==> src/rtl/pll_reset_sequencer.sv <==
// PLL bring-up sequencer: pulses PLL RESETB, waits for a stable lock, then releases the system reset.
// Define PLL_RESET_SEQUENCER_RETRY_LIMIT_EN to stop in FAULT after MAX_RETRIES failed lock attempts.
module pll_reset_sequencer #(
   parameter int RESET_CYCLES  = 16,
   parameter int LOCK_TIMEOUT  = 4096,
   parameter int STABLE_CYCLES = 1024,
   parameter int MAX_RETRIES   = 3
) (
   input  logic       clock,
   input  logic       reset_n,
   input  logic       locked,
   input  logic       restart,
   output logic       pll_resetb,
   output logic       sys_reset_n,
   output logic       fault,
   output logic [7:0] loss_count
);

   localparam int MAX_AB  = (RESET_CYCLES > LOCK_TIMEOUT) ? RESET_CYCLES : LOCK_TIMEOUT;
   localparam int MAX_CYC = (MAX_AB > STABLE_CYCLES) ? MAX_AB : STABLE_CYCLES;
   localparam int CNT_W   = $clog2(MAX_CYC + 1);

   localparam logic [CNT_W-1:0] HOLD_LAST   = CNT_W'(RESET_CYCLES - 1);
   localparam logic [CNT_W-1:0] WAIT_LAST   = CNT_W'(LOCK_TIMEOUT - 1);
   localparam logic [CNT_W-1:0] SETTLE_LAST = CNT_W'(STABLE_CYCLES - 1);

   if (RESET_CYCLES < 2) begin : g_bad_reset_cycles
      $error("RESET_CYCLES must be at least 2");
   end
   if (LOCK_TIMEOUT < 4) begin : g_bad_lock_timeout
      $error("LOCK_TIMEOUT must be at least 4");
   end
   if (STABLE_CYCLES < 1) begin : g_bad_stable_cycles
      $error("STABLE_CYCLES must be at least 1");
   end
   if (MAX_RETRIES < 1 || MAX_RETRIES > 15) begin : g_bad_max_retries
      $error("MAX_RETRIES must be in 1..15");
   end

   typedef enum logic [2:0] {
      S_HOLD,
      S_WAIT,
      S_SETTLE,
      S_RUN,
      S_FAULT
   } state_t;

   state_t           state_q, state_d;
   logic [CNT_W-1:0] cnt_q, cnt_d;
   logic [7:0]       loss_q, loss_d;
   logic             sync1_q, lock_s_q;
   logic             pll_resetb_q, sys_reset_n_q;

`ifdef PLL_RESET_SEQUENCER_RETRY_LIMIT_EN
   localparam logic [3:0] RETRY_LIMIT = 4'(MAX_RETRIES);
   logic [3:0] retry_q, retry_d;
   logic       fault_q;
`endif

   // Next state: restart beats lock changes, which beat count expiry.
   always_comb begin
      state_d = state_q;
      cnt_d   = cnt_q;
      loss_d  = loss_q;
`ifdef PLL_RESET_SEQUENCER_RETRY_LIMIT_EN
      retry_d = retry_q;
`endif
      if (restart) begin
         state_d = S_HOLD;
         cnt_d   = '0;
`ifdef PLL_RESET_SEQUENCER_RETRY_LIMIT_EN
         retry_d = '0;
`endif
      end else begin
         case (state_q)
            S_HOLD: begin
               if (cnt_q == HOLD_LAST) begin
                  state_d = S_WAIT;
                  cnt_d   = '0;
               end else begin
                  cnt_d = cnt_q + CNT_W'(1);
               end
            end
            S_WAIT: begin
               if (lock_s_q) begin
                  state_d = S_SETTLE;
                  cnt_d   = '0;
               end else if (cnt_q == WAIT_LAST) begin
                  state_d = S_HOLD;
                  cnt_d   = '0;
`ifdef PLL_RESET_SEQUENCER_RETRY_LIMIT_EN
                  retry_d = retry_q + 4'd1;
                  if (retry_d >= RETRY_LIMIT) state_d = S_FAULT;
`endif
               end else begin
                  cnt_d = cnt_q + CNT_W'(1);
               end
            end
            S_SETTLE: begin
               // A lock glitch here is not a failed attempt, so no retry is charged.
               if (!lock_s_q) begin
                  state_d = S_WAIT;
                  cnt_d   = '0;
               end else if (cnt_q == SETTLE_LAST) begin
                  state_d = S_RUN;
                  cnt_d   = '0;
`ifdef PLL_RESET_SEQUENCER_RETRY_LIMIT_EN
                  retry_d = '0;
`endif
               end else begin
                  cnt_d = cnt_q + CNT_W'(1);
               end
            end
            S_RUN: begin
               if (!lock_s_q) begin
                  state_d = S_HOLD;
                  cnt_d   = '0;
                  if (loss_q != 8'hFF) loss_d = loss_q + 8'd1;
               end
            end
            S_FAULT: begin
               state_d = S_FAULT;
            end
            default: begin
               state_d = S_HOLD;
               cnt_d   = '0;
            end
         endcase
      end
   end

   // Outputs are decoded from the next state so they are valid in the first cycle of each state.
   always_ff @(posedge clock) begin
      if (!reset_n) begin
         sync1_q       <= 1'b0;
         lock_s_q      <= 1'b0;
         state_q       <= S_HOLD;
         cnt_q         <= '0;
         loss_q        <= '0;
         pll_resetb_q  <= 1'b0;
         sys_reset_n_q <= 1'b0;
`ifdef PLL_RESET_SEQUENCER_RETRY_LIMIT_EN
         retry_q       <= '0;
         fault_q       <= 1'b0;
`endif
      end else begin
         sync1_q       <= locked;
         lock_s_q      <= sync1_q;
         state_q       <= state_d;
         cnt_q         <= cnt_d;
         loss_q        <= loss_d;
         pll_resetb_q  <= (state_d == S_WAIT) || (state_d == S_SETTLE) || (state_d == S_RUN);
         sys_reset_n_q <= (state_d == S_RUN);
`ifdef PLL_RESET_SEQUENCER_RETRY_LIMIT_EN
         retry_q       <= retry_d;
         fault_q       <= (state_d == S_FAULT);
`endif
      end
   end

   assign pll_resetb  = pll_resetb_q;
   assign sys_reset_n = sys_reset_n_q;
   assign loss_count  = loss_q;
`ifdef PLL_RESET_SEQUENCER_RETRY_LIMIT_EN
   assign fault = fault_q;
`else
   assign fault = 1'b0;
`endif

endmodule

==> config.mk <==
export PLATFORM = sky130hd
export DESIGN_NAME = pll_reset_sequencer
export DESIGN_NICKNAME = d
export VERILOG_FILES = /design/src/rtl/pll_reset_sequencer.sv
export SDC_FILE = /design/constraint.sdc
export NUM_CORES = 1
export LEC_CHECK = 0
export BUFFER_PORTS_ARGS = -buffer_cell sky130_fd_sc_hd__buf_2
export CORE_UTILIZATION = 47
export DETAILED_ROUTE_END_ITERATION = 8
export PLACE_DENSITY = 0.66
export SLEW_MARGIN = 20
export SYNTH_ARGS = -nofsm -noshare
export SYNTH_HDL_FRONTEND = slang
export SYNTH_SLANG_ARGS = --single-unit
export TNS_END_PERCENT = 20
==> constraint.sdc <==
create_clock -name clock -period 2.6 [get_ports clock]
set_input_delay 0.52 -clock clock [delete_from_list [all_inputs] [get_ports clock]]
set_output_delay 0.52 -clock clock [all_outputs]
set_load 0.02 [all_outputs]
==> metrics.txt, run 1 <==
vias per cell 5.55; Die X 57.0 um; total grt overflow 0; Synth-to-Final Area Change 6.42%; endpoints failing hold 0; Final ANT Viol Nets 0; Die ar. 0.00325 mm^2; PortBufs 13; critical-path cell list ha_1 -> nand4b_1 -> nor4_1 -> o21ai_0 -> a22oi_2 -> buf_4 -> nor2_1; Post-synth top flop dfxtp_1; Cells after Synth 151; Max VDD drop 0.313 mV; Synth cell types 40; Worst R2R Setup Slack 0.63 ns; Crit path arrival time 2.20 ns; root buffer cell clkbuf_4; Synth Warn # 0; PwrDens 416 mW/mm^2; Worst Path Max Fanout 13; drt pass-1 iters 4; Critical Path Max Stage Delay 0.43 ns; Startpoint Class flip-flop; Seq cells post-synth 28; via count 1076; first-pass GRT wire length 4280 um; Layout Nets 171; number of diodes 0; drt drc 0; Post-synth EDFFs 0; WP buf/inv 1; final number of max-transition violations 0; Total Neg Setup Slack 0 ns; Core Rows 19; clock slew at reported path FFs 0.14 ns; mapped cell area 0.00142 mm^2; CTS tree built; Fillers 267; crit path kind reg -> reg; # IOs 15; sequential fraction of the synthesis area 39.4%; MaxCap Viol Count 0; overall routing resource usage 16.8%; post-synthesis async set-or-reset flop share 0%; CP endpoint kind flip-flop; global placement routability congestion 0.887; outcome completed; CTS Buffer Depth 2; CP max-delay cell nor4_1; CTS Hold Bufs 0; minimum hold slack 0.389 ns; Reg area 561 um^2; clock sinks 28; Clock Skew 0.00446 ns; total power 630 uW; top cells by area, synth dfxtp_1 39%, xor2_1 9.2%, nand4_1 4.0%; largest net degree at the start of global routing 15; TritonCTS Buffers 3; number of global-route vias before repair 961; largest area contributor in the netlist dfxtp_1; Worst-Margin Slew 0.530 ns; WL per Instance 12.6 um; total wire length 2450 um; setup bufs post-CTS 0; syn avg cell area 9.42 um^2; Core ar. 0.00281 mm^2; final setup fails 0; 1st-iter DRT viols 25; worst-skew pair later-pin latency 0.32 ns; H-tree lvl count 1; RSZ-0062 raised after global routing false; Required @ worst endpoint 2.83 ns; Synth top area share 39.4%; HP Class in -> reg; share of cells above drive strength 1 23.9%; dpl hpwl 1820 um; Relative slew margins 64.4%; Die H 57.0 um; most frequent cells after synthesis 28 x dfxtp_1, 15 x xor2_1, 14 x nor2_1; delay-heaviest family, CP simple AND/OR/NAND/NOR gates; initial antenna violation count 0; most frequent cell after synthesis dfxtp_1; Initial Util 50.7%; area of the multi-input gates 805 um^2; leak pwr 0.000544 uW; crit path time final 1.97 ns; syn nets 157; CTS-repair resized insts 0; post-layout util 54.0%; period utilisation layout 75.8%; fmax 0.507 GHz
[state kept, by name (all words and copies together), names as in the netlist]
name         count
cnt_q           13
loss_count       8
state_q          3
lock_s_q         1
pll_resetb       1
sync1_q          1
sys_reset_n      1
[layout make-up]
type	count	share of cell area, %
flip-flops and latches	28	37.0
multi-input cells	114	53.1
clock buffers	3	1.49
inverters	4	0.992
well taps	31	2.56
repair buffers	14	4.79
[stage by stage]
step	setup slack, ns	cell area (um^2)	std cells
after floorplan	0.906	1420	151
after global placement	0.812	1490	191
after detailed placement	0.705	1490	191
after CTS	0.685	1510	194
after global routing	0.495	1510	194
final	0.629	1510	194
[cells in the final DEF, fill, tap and decap left out, types with 2 or more instances in the layout]
cell type	count
a21oi_1	3
nand3_1	9
buf_2	13
o21ai_0	3
inv_1	4
nor2_4	2
dfxtp_1	28
ha_1	2
nor2_2	9
nor2_1	14
nor4_1	2
nor3_1	3
xnor2_1	5
clkbuf_4	3
nand4_1	9
and2_1	6
nand2_1	11
xor2_1	15
[power breakdown]
group / total, uW / internal, uW / leakage [uW] / switching (uW)
clock: 174 / 54.4 / 0.0000138 / 119
combinational: 21.9 / 8.30 / 0.000304 / 13.6
sequential: 435 / 432 / 0.000226 / 2.75
[kinds of logic after synthesis]
logic type / share of synthesized area [%]
xor gates and xnor gates: 12.3
buffers and inverters: 4.04
other: 0.264
AOI/OAI and AO/OA: 6.77
DFF: 39.4
adders and majority gates: 1.76
and+or+nand+nor: 35.4
[routing by layer]
layer | global-route usage [%] | up-vias | routed length (um)
li1 | - | 551 | -
met3 | 4.76 | 2 | 104
met2 | 25.4 | 17 | 1100
met5 | 0 | - | 0
met1 | 23.3 | 506 | 1220
met4 | 5.23 | 0 | 26
[worst paths after layout]
path,start,to,depth (start not counted)
min,locked,sync1_q,2
max,cnt_q[0],cnt_q[12],7
max reg2reg,cnt_q[0],cnt_q[12],7
min reg2reg,sync1_q,lock_s_q,1
(Power assumes the default switching activity.)
==> run 2: changes to the inputs <==
clock period = 1.96 ns   (was 2.6 ns; I/O delays follow)
==> run 2 against run 1 <==
  * Critical endpoint is now cnt_q[1]
  * Via count grew 0.28%
  * Register-to-register slack lost 0.53 ns
  * Wire length grew 1.9%
  * Die area is the same
  * Clock power grew 33%
  * Count of clock-buffer cells in the layout is the same
  * Fmax grew 5.8%
  * Non-clock buffer count grew 2
==> metrics.txt, run 2 (synthesized netlist as in run 1, its figures left out) <==
outcome completed; clock network fraction of total power 27.5% (about the same); final number of max-transition violations 0 (unchanged); CTS Buffer Depth 2 (unchanged); Die ar. 0.00325 mm^2 (unchanged); Max VDD drop 0.444 mV (+42%); total power 840 uW (+33%); register bank with the most flops cnt_q; H-tree lvl count 1 (unchanged); Final ANT Viol Nets 0 (unchanged); Core ar. 0.00281 mm^2 (unchanged); drt pass-1 iters 4 (unchanged); crit path time final 1.86 ns (-0.109 ns); CTS-repair resized insts 0 (unchanged); most frequent cells in the layout 28 x dfxtp_1, 15 x xor2_1, 14 x nor2_1; leak pwr 0.000560 uW (+3.0%); Core Rows 19 (unchanged); initial antenna violation count 0 (unchanged); TritonCTS Buffers 3 (unchanged); Worst Path Max Fanout 13 (unchanged); Comb pwr share 3.9% (+0.4 points); most common cell after layout, fill and taps aside dfxtp_1; vias per cell 5.51 (-0.74%); via count 1079 (+0.28%); global placement routability congestion 0.900 (+1.4%); MaxCap Viol Count 0 (unchanged); share of power burned in registers 68.6% (-0.4 points); fmax 0.537 GHz (+5.8%); 1st-iter DRT viols 31 (+24%); first-pass GRT wire length 4280 um (+0.14%); overall routing resource usage 16.8% (about the same); Worst-Margin Slew 0.493 ns (-0.0375 ns); Net Sw Frac 21.6% (+0.074 points); final setup fails 0 (unchanged); PortBufs 13 (unchanged); CP max-delay cell dfxtp_1; root buffer cell clkbuf_4; Reg area 561 um^2 (unchanged); RSZ-0062 raised after global routing false; max reg flops 13 (unchanged); drt drc 0 (unchanged); CTS Hold Bufs 0 (unchanged); CP endpoint kind flip-flop; Critical Path Max Stage Delay 0.37 ns (-0.06 ns); HP Class in -> reg; NetSw 181 uW (+34%); area of the multi-input gates 811 um^2 (+0.78%); clock slew at reported path FFs 0.14 ns (about the same); largest net degree at the start of global routing 15 (unchanged); Crit path arrival time 2.13 ns (-0.07 ns); Total Neg Setup Slack 0 ns (unchanged); Initial Util 50.7% (unchanged); WL per Instance 12.8 um (+0.88%); Fillers 279 (+4.5%); crit path kind reg -> reg; CTS tree built; PwrDens 543 mW/mm^2 (+30%); number of global-route vias before repair 932 (-3.0%); period utilisation layout 95.0% (+19 points); number of diodes 0 (unchanged); fin area 0.00155 mm^2 (+2.2%); Die H 57.0 um (unchanged); critical-path cell list ha_1 -> nand4b_1 -> and4b_2 -> o41ai_1 -> a22oi_2 -> buf_12 -> a21oi_1; post-route non-filler standard cell count 196 (+1.0%); endpoints failing hold 0 (unchanged); Layout Nets 173 (+1.2%); Synth-to-Final Area Change 8.79%; clock sinks 28 (unchanged); dpl hpwl 1850 um (+1.9%); # IOs 15 (unchanged); Clock Skew 0.00363 ns (-0.000837 ns); placed cell area 0.00152 mm^2 (+1.8%); placed cells 193 (+1.0%); share of cells above drive strength 1 25.5% (+1.5 points); setup bufs post-CTS 0 (unchanged); total grt overflow 0 (unchanged); total wire length 2500 um (+1.9%); Startpoint Class flip-flop; Relative slew margins 66.9% (+2.5 points); Required @ worst endpoint 2.23 ns (-0.60 ns); worst-skew pair later-pin latency 0.32 ns (about the same); Die X 57.0 um (unchanged); Internal 659 uW (+33%)
[run 2: cell count changes in the layout (fill, tap and decap cells not counted)]
cell    before  now
buf_4        1    2
buf_12       0    1
nor4_2       1    2
nor4_1       2    1
[run 2: worst max-delay path: cells and delay by family (launching register included)]
family | cells | cell delay (ns)
buffers and inverters | 1 | 0.18
and+or+nand+nor | 2 | 0.41
AOI/OAI and AO/OA | 3 | 0.61
DFF | 1 | 0.37
adders and majority gates | 1 | 0.24
[run 2: path summary, 6_finish.rpt]
check                           startpoint       end  slack [ns]  cells past startpoint
worst max-delay path              cnt_q[0]  cnt_q[1]         0.1                      7
worst max register to register    cnt_q[0]  cnt_q[1]         0.1                      7
worst min register to register     sync1_q  lock_s_q        0.46                      1
worst min-delay path                locked   sync1_q        0.27                      2
[run 2: layout make-up]
cell class / instances / share of cell area [%]
Clock buffer: 3 / 1.46
Inverter: 4 / 0.970
Multi-Input combinational cell: 114 / 52.4
Sequential cell: 28 / 36.2
Tap cell: 31 / 2.51
Timing Repair Buffer: 16 / 6.47
[run 2: metal layers]
layer | wire length (um) | global-route usage (%) | vias up
li1 | - | - | 557
met1 | 1300 | 23.5 | 498
met2 | 1090 | 25.5 | 19
met3 | 92 | 5.44 | 5
met4 | 19 | 3.14 | 0
met5 | 0 | 0 | -
[run 2: power groups by stage]
stage,Sequential (uW),Clock [uW],Combinational (uW)
2_1_floorplan,588,0,23.6
3_3_place_gp,589,0,32.1
3_5_place_dp,589,0,33.4
4_1_cts,577,241,33.5
5_1_grt,578,270,36.2
6_report,577,231,32.9
[run 2: metrics by stage]
stage	worst slack, ns	hold slack [ns]	util, %
after floorplan	0.266	0.412	-
after global placement	0.212	0.427	54.1
after detailed placement	0.154	0.433	54.1
after CTS	0.119	0.268	55.0
after global routing	0.0297	0.283	55.2
final	0.0977	0.269	55.2
==> run 3: changes to the inputs <==
GPL_TIMING_DRIVEN = 0   (was unset)
==> run 3 against run 2 <==
  * Fmax rose by 1.0%
  * Utilization is 2.8 points higher
  * Register-to-register slack improved by 0.02 ns
  * Non-clock buffer count increased by 5
==> metrics.txt, run 3 (synthesized netlist as in run 1, its figures left out) <==
outcome completed; met1 Use GR 24.9% (+1.3 points); H-tree lvl count 1 (unchanged); initial antenna violation count 0 (unchanged); worst-skew pair later-pin latency 0.33 ns (about the same); path length in cells of the critical path 8 (+1); Core Rows 19 (unchanged); Final ANT Viol Nets 0 (unchanged); Max VDD drop 0.312 mV (-30%); fmax 0.543 GHz (+1.0%); placed cells 195 (+1.0%); Clock Skew 0.00765 ns (+0.00402 ns); most common cell after layout, fill and taps aside dfxtp_1; total grt overflow 0 (unchanged); Layout Nets 178 (+2.9%); Required @ worst endpoint 2.20 ns (-0.03 ns); total power 995 uW (+18%); HP Class in -> reg; post-layout util 57.9% (+2.8 points); register bank with the most flops cnt_q; period utilisation layout 94.0% (-0.98 points); met3 GRT Util 2.27% (-3.2 points); largest net degree at the start of global routing 17 (+2); overall routing resource usage 17.7% (+0.87 points); Synth-to-Final Area Change 14.2%; final setup fails 0 (unchanged); Crit path arrival time 2.08 ns (-0.05 ns); Core ar. 0.00281 mm^2 (unchanged); Worst Path Max Fanout 5 (-8); Startpoint Class flip-flop; PwrDens 612 mW/mm^2 (+13%); number of global-route vias before repair 1002 (+7.5%); Worst-Margin Slew 0.580 ns (+0.0877 ns); Relative slew margins 61.0% (-5.8 points); Reg-to-Reg End cnt_q[11]; CP endpoint kind flip-flop; crit path kind reg -> reg; dpl hpwl 1920 um (+3.5%); busiest grt layer met2; global placement routability congestion 0.774 (-14%); critical-path cell list ha_2 -> nand4b_1 -> and4b_2 -> o41ai_2 -> a22oi_2 -> buf_4 -> buf_6 -> nor2_2; first-pass GRT wire length 4500 um (+5.0%); 1st-iter DRT viols 34 (+9.7%); max reg flops 13 (unchanged); clock sinks 28 (unchanged); Reg area 563 um^2 (+0.45%); PortBufs 13 (unchanged); post-route non-filler standard cell count 202 (+3.1%); CP Capture Point cnt_q[11]; Initial Util 50.7% (unchanged); total wire length 2690 um (+7.4%); most frequent cells in the layout 26 x dfxtp_1, 15 x xor2_1, 14 x nor2_1, 14 x buf_2, 11 x nand2_1; Die H 57.0 um (unchanged); via count 1119 (+3.7%); WP buf/inv 2 (+1); CP max-delay cell dfxtp_2; WL per Instance 13.3 um (+4.2%); TritonCTS Buffers 3 (unchanged); CTS Buffer Depth 2 (unchanged); drt drc 0 (unchanged); area of the multi-input gates 826 um^2 (+1.9%); final number of max-transition violations 0 (unchanged); root buffer cell clkbuf_4; CP startpoint cnt_q[0]; MaxCap Viol Count 0 (unchanged); Fillers 265 (-5.0%); leak pwr 0.000600 uW (+7.0%); CTS tree built; Die ar. 0.00325 mm^2 (unchanged); # IOs 15 (unchanged); endpoints failing hold 0 (unchanged); FF-to-FF Start cnt_q[0]; Die X 57.0 um (unchanged); crit path time final 1.84 ns (-0.0192 ns); Critical Path Max Stage Delay 0.39 ns (+0.02 ns); number of diodes 0 (unchanged); Total Neg Setup Slack 0 ns (unchanged); vias per cell 5.54 (+0.63%); minimum hold slack 0.251 ns (-0.0178 ns); Global Route met2 Usage 26.4% (+0.84 points); share of cells above drive strength 1 31.0% (+5.5 points); clock slew at reported path FFs 0.15 ns (about the same); FF-to-FF path depth 8 (+1); drt pass-1 iters 4 (unchanged); Worst R2R Setup Slack 0.12 ns (+0.02 ns); delay-heaviest family, CP simple AND/OR/NAND/NOR gates
## run 3: per-stage QoR
step,instance area (um^2),worst slack [ns]
6_report,1630,0.117
5_1_grt,1630,-0.00899
4_1_cts,1590,0.0153
3_5_place_dp,1530,-0.0395
3_3_place_gp,1530,-0.0376
2_1_floorplan,1420,0.266
## run 3: worst min path at each step
stage / endpoint / startpoint / cells after the start
4_1_cts: sync1_q / locked / 2
2_1_floorplan: lock_s_q / sync1_q / 1
3_3_place_gp: lock_s_q / sync1_q / 1
6_report: sync1_q / locked / 2
5_1_grt: sync1_q / locked / 2
3_5_place_dp: lock_s_q / sync1_q / 1
## run 3: timing repair
item | in CTS | in global routing
pin swaps | 1 | 3
hold buffers | 0 | 0
resized for setup | 1 | 6
cloned | 0 | 1
setup buffers | 0 | 2
setup endpoints to repair | 10 | 10
## run 3: area by class of cell
type | count | area share [%]
Multi-Input combinational cell | 114 | 50.8
Sequential cell | 28 | 34.6
Inverter | 4 | 0.924
Tap cell | 31 | 2.39
Clock inverter | 1 | 1.85
Timing Repair Buffer | 16 | 5.39
Buffer | 5 | 2.62
Clock buffer | 3 | 1.39
## run 3: per-layer routing
metal	share of wire (%)	wire length, um
met1	49	1320
met2	45	1220
met3	3.1	83
met4	2.3	62
met5	0	0
## run 3: where the power goes
group	switching, uW	internal [uW]	total [uW]	leakage (uW)
clock	173	207	380	0.0000279
combinational	20.3	16.7	37.0	0.000345
sequential	3.78	574	578	0.000227
total	197	797	995	0.000600
## run 3: worst register-to-register path, delay by kind of cell, from the launching register on
family / cells / cell delay (ns)
flops: 1 / 0.39
fa+ha+maj: 1 / 0.21
buf+inv: 2 / 0.29
simple gates: 3 / 0.57
compound gates: 2 / 0.29
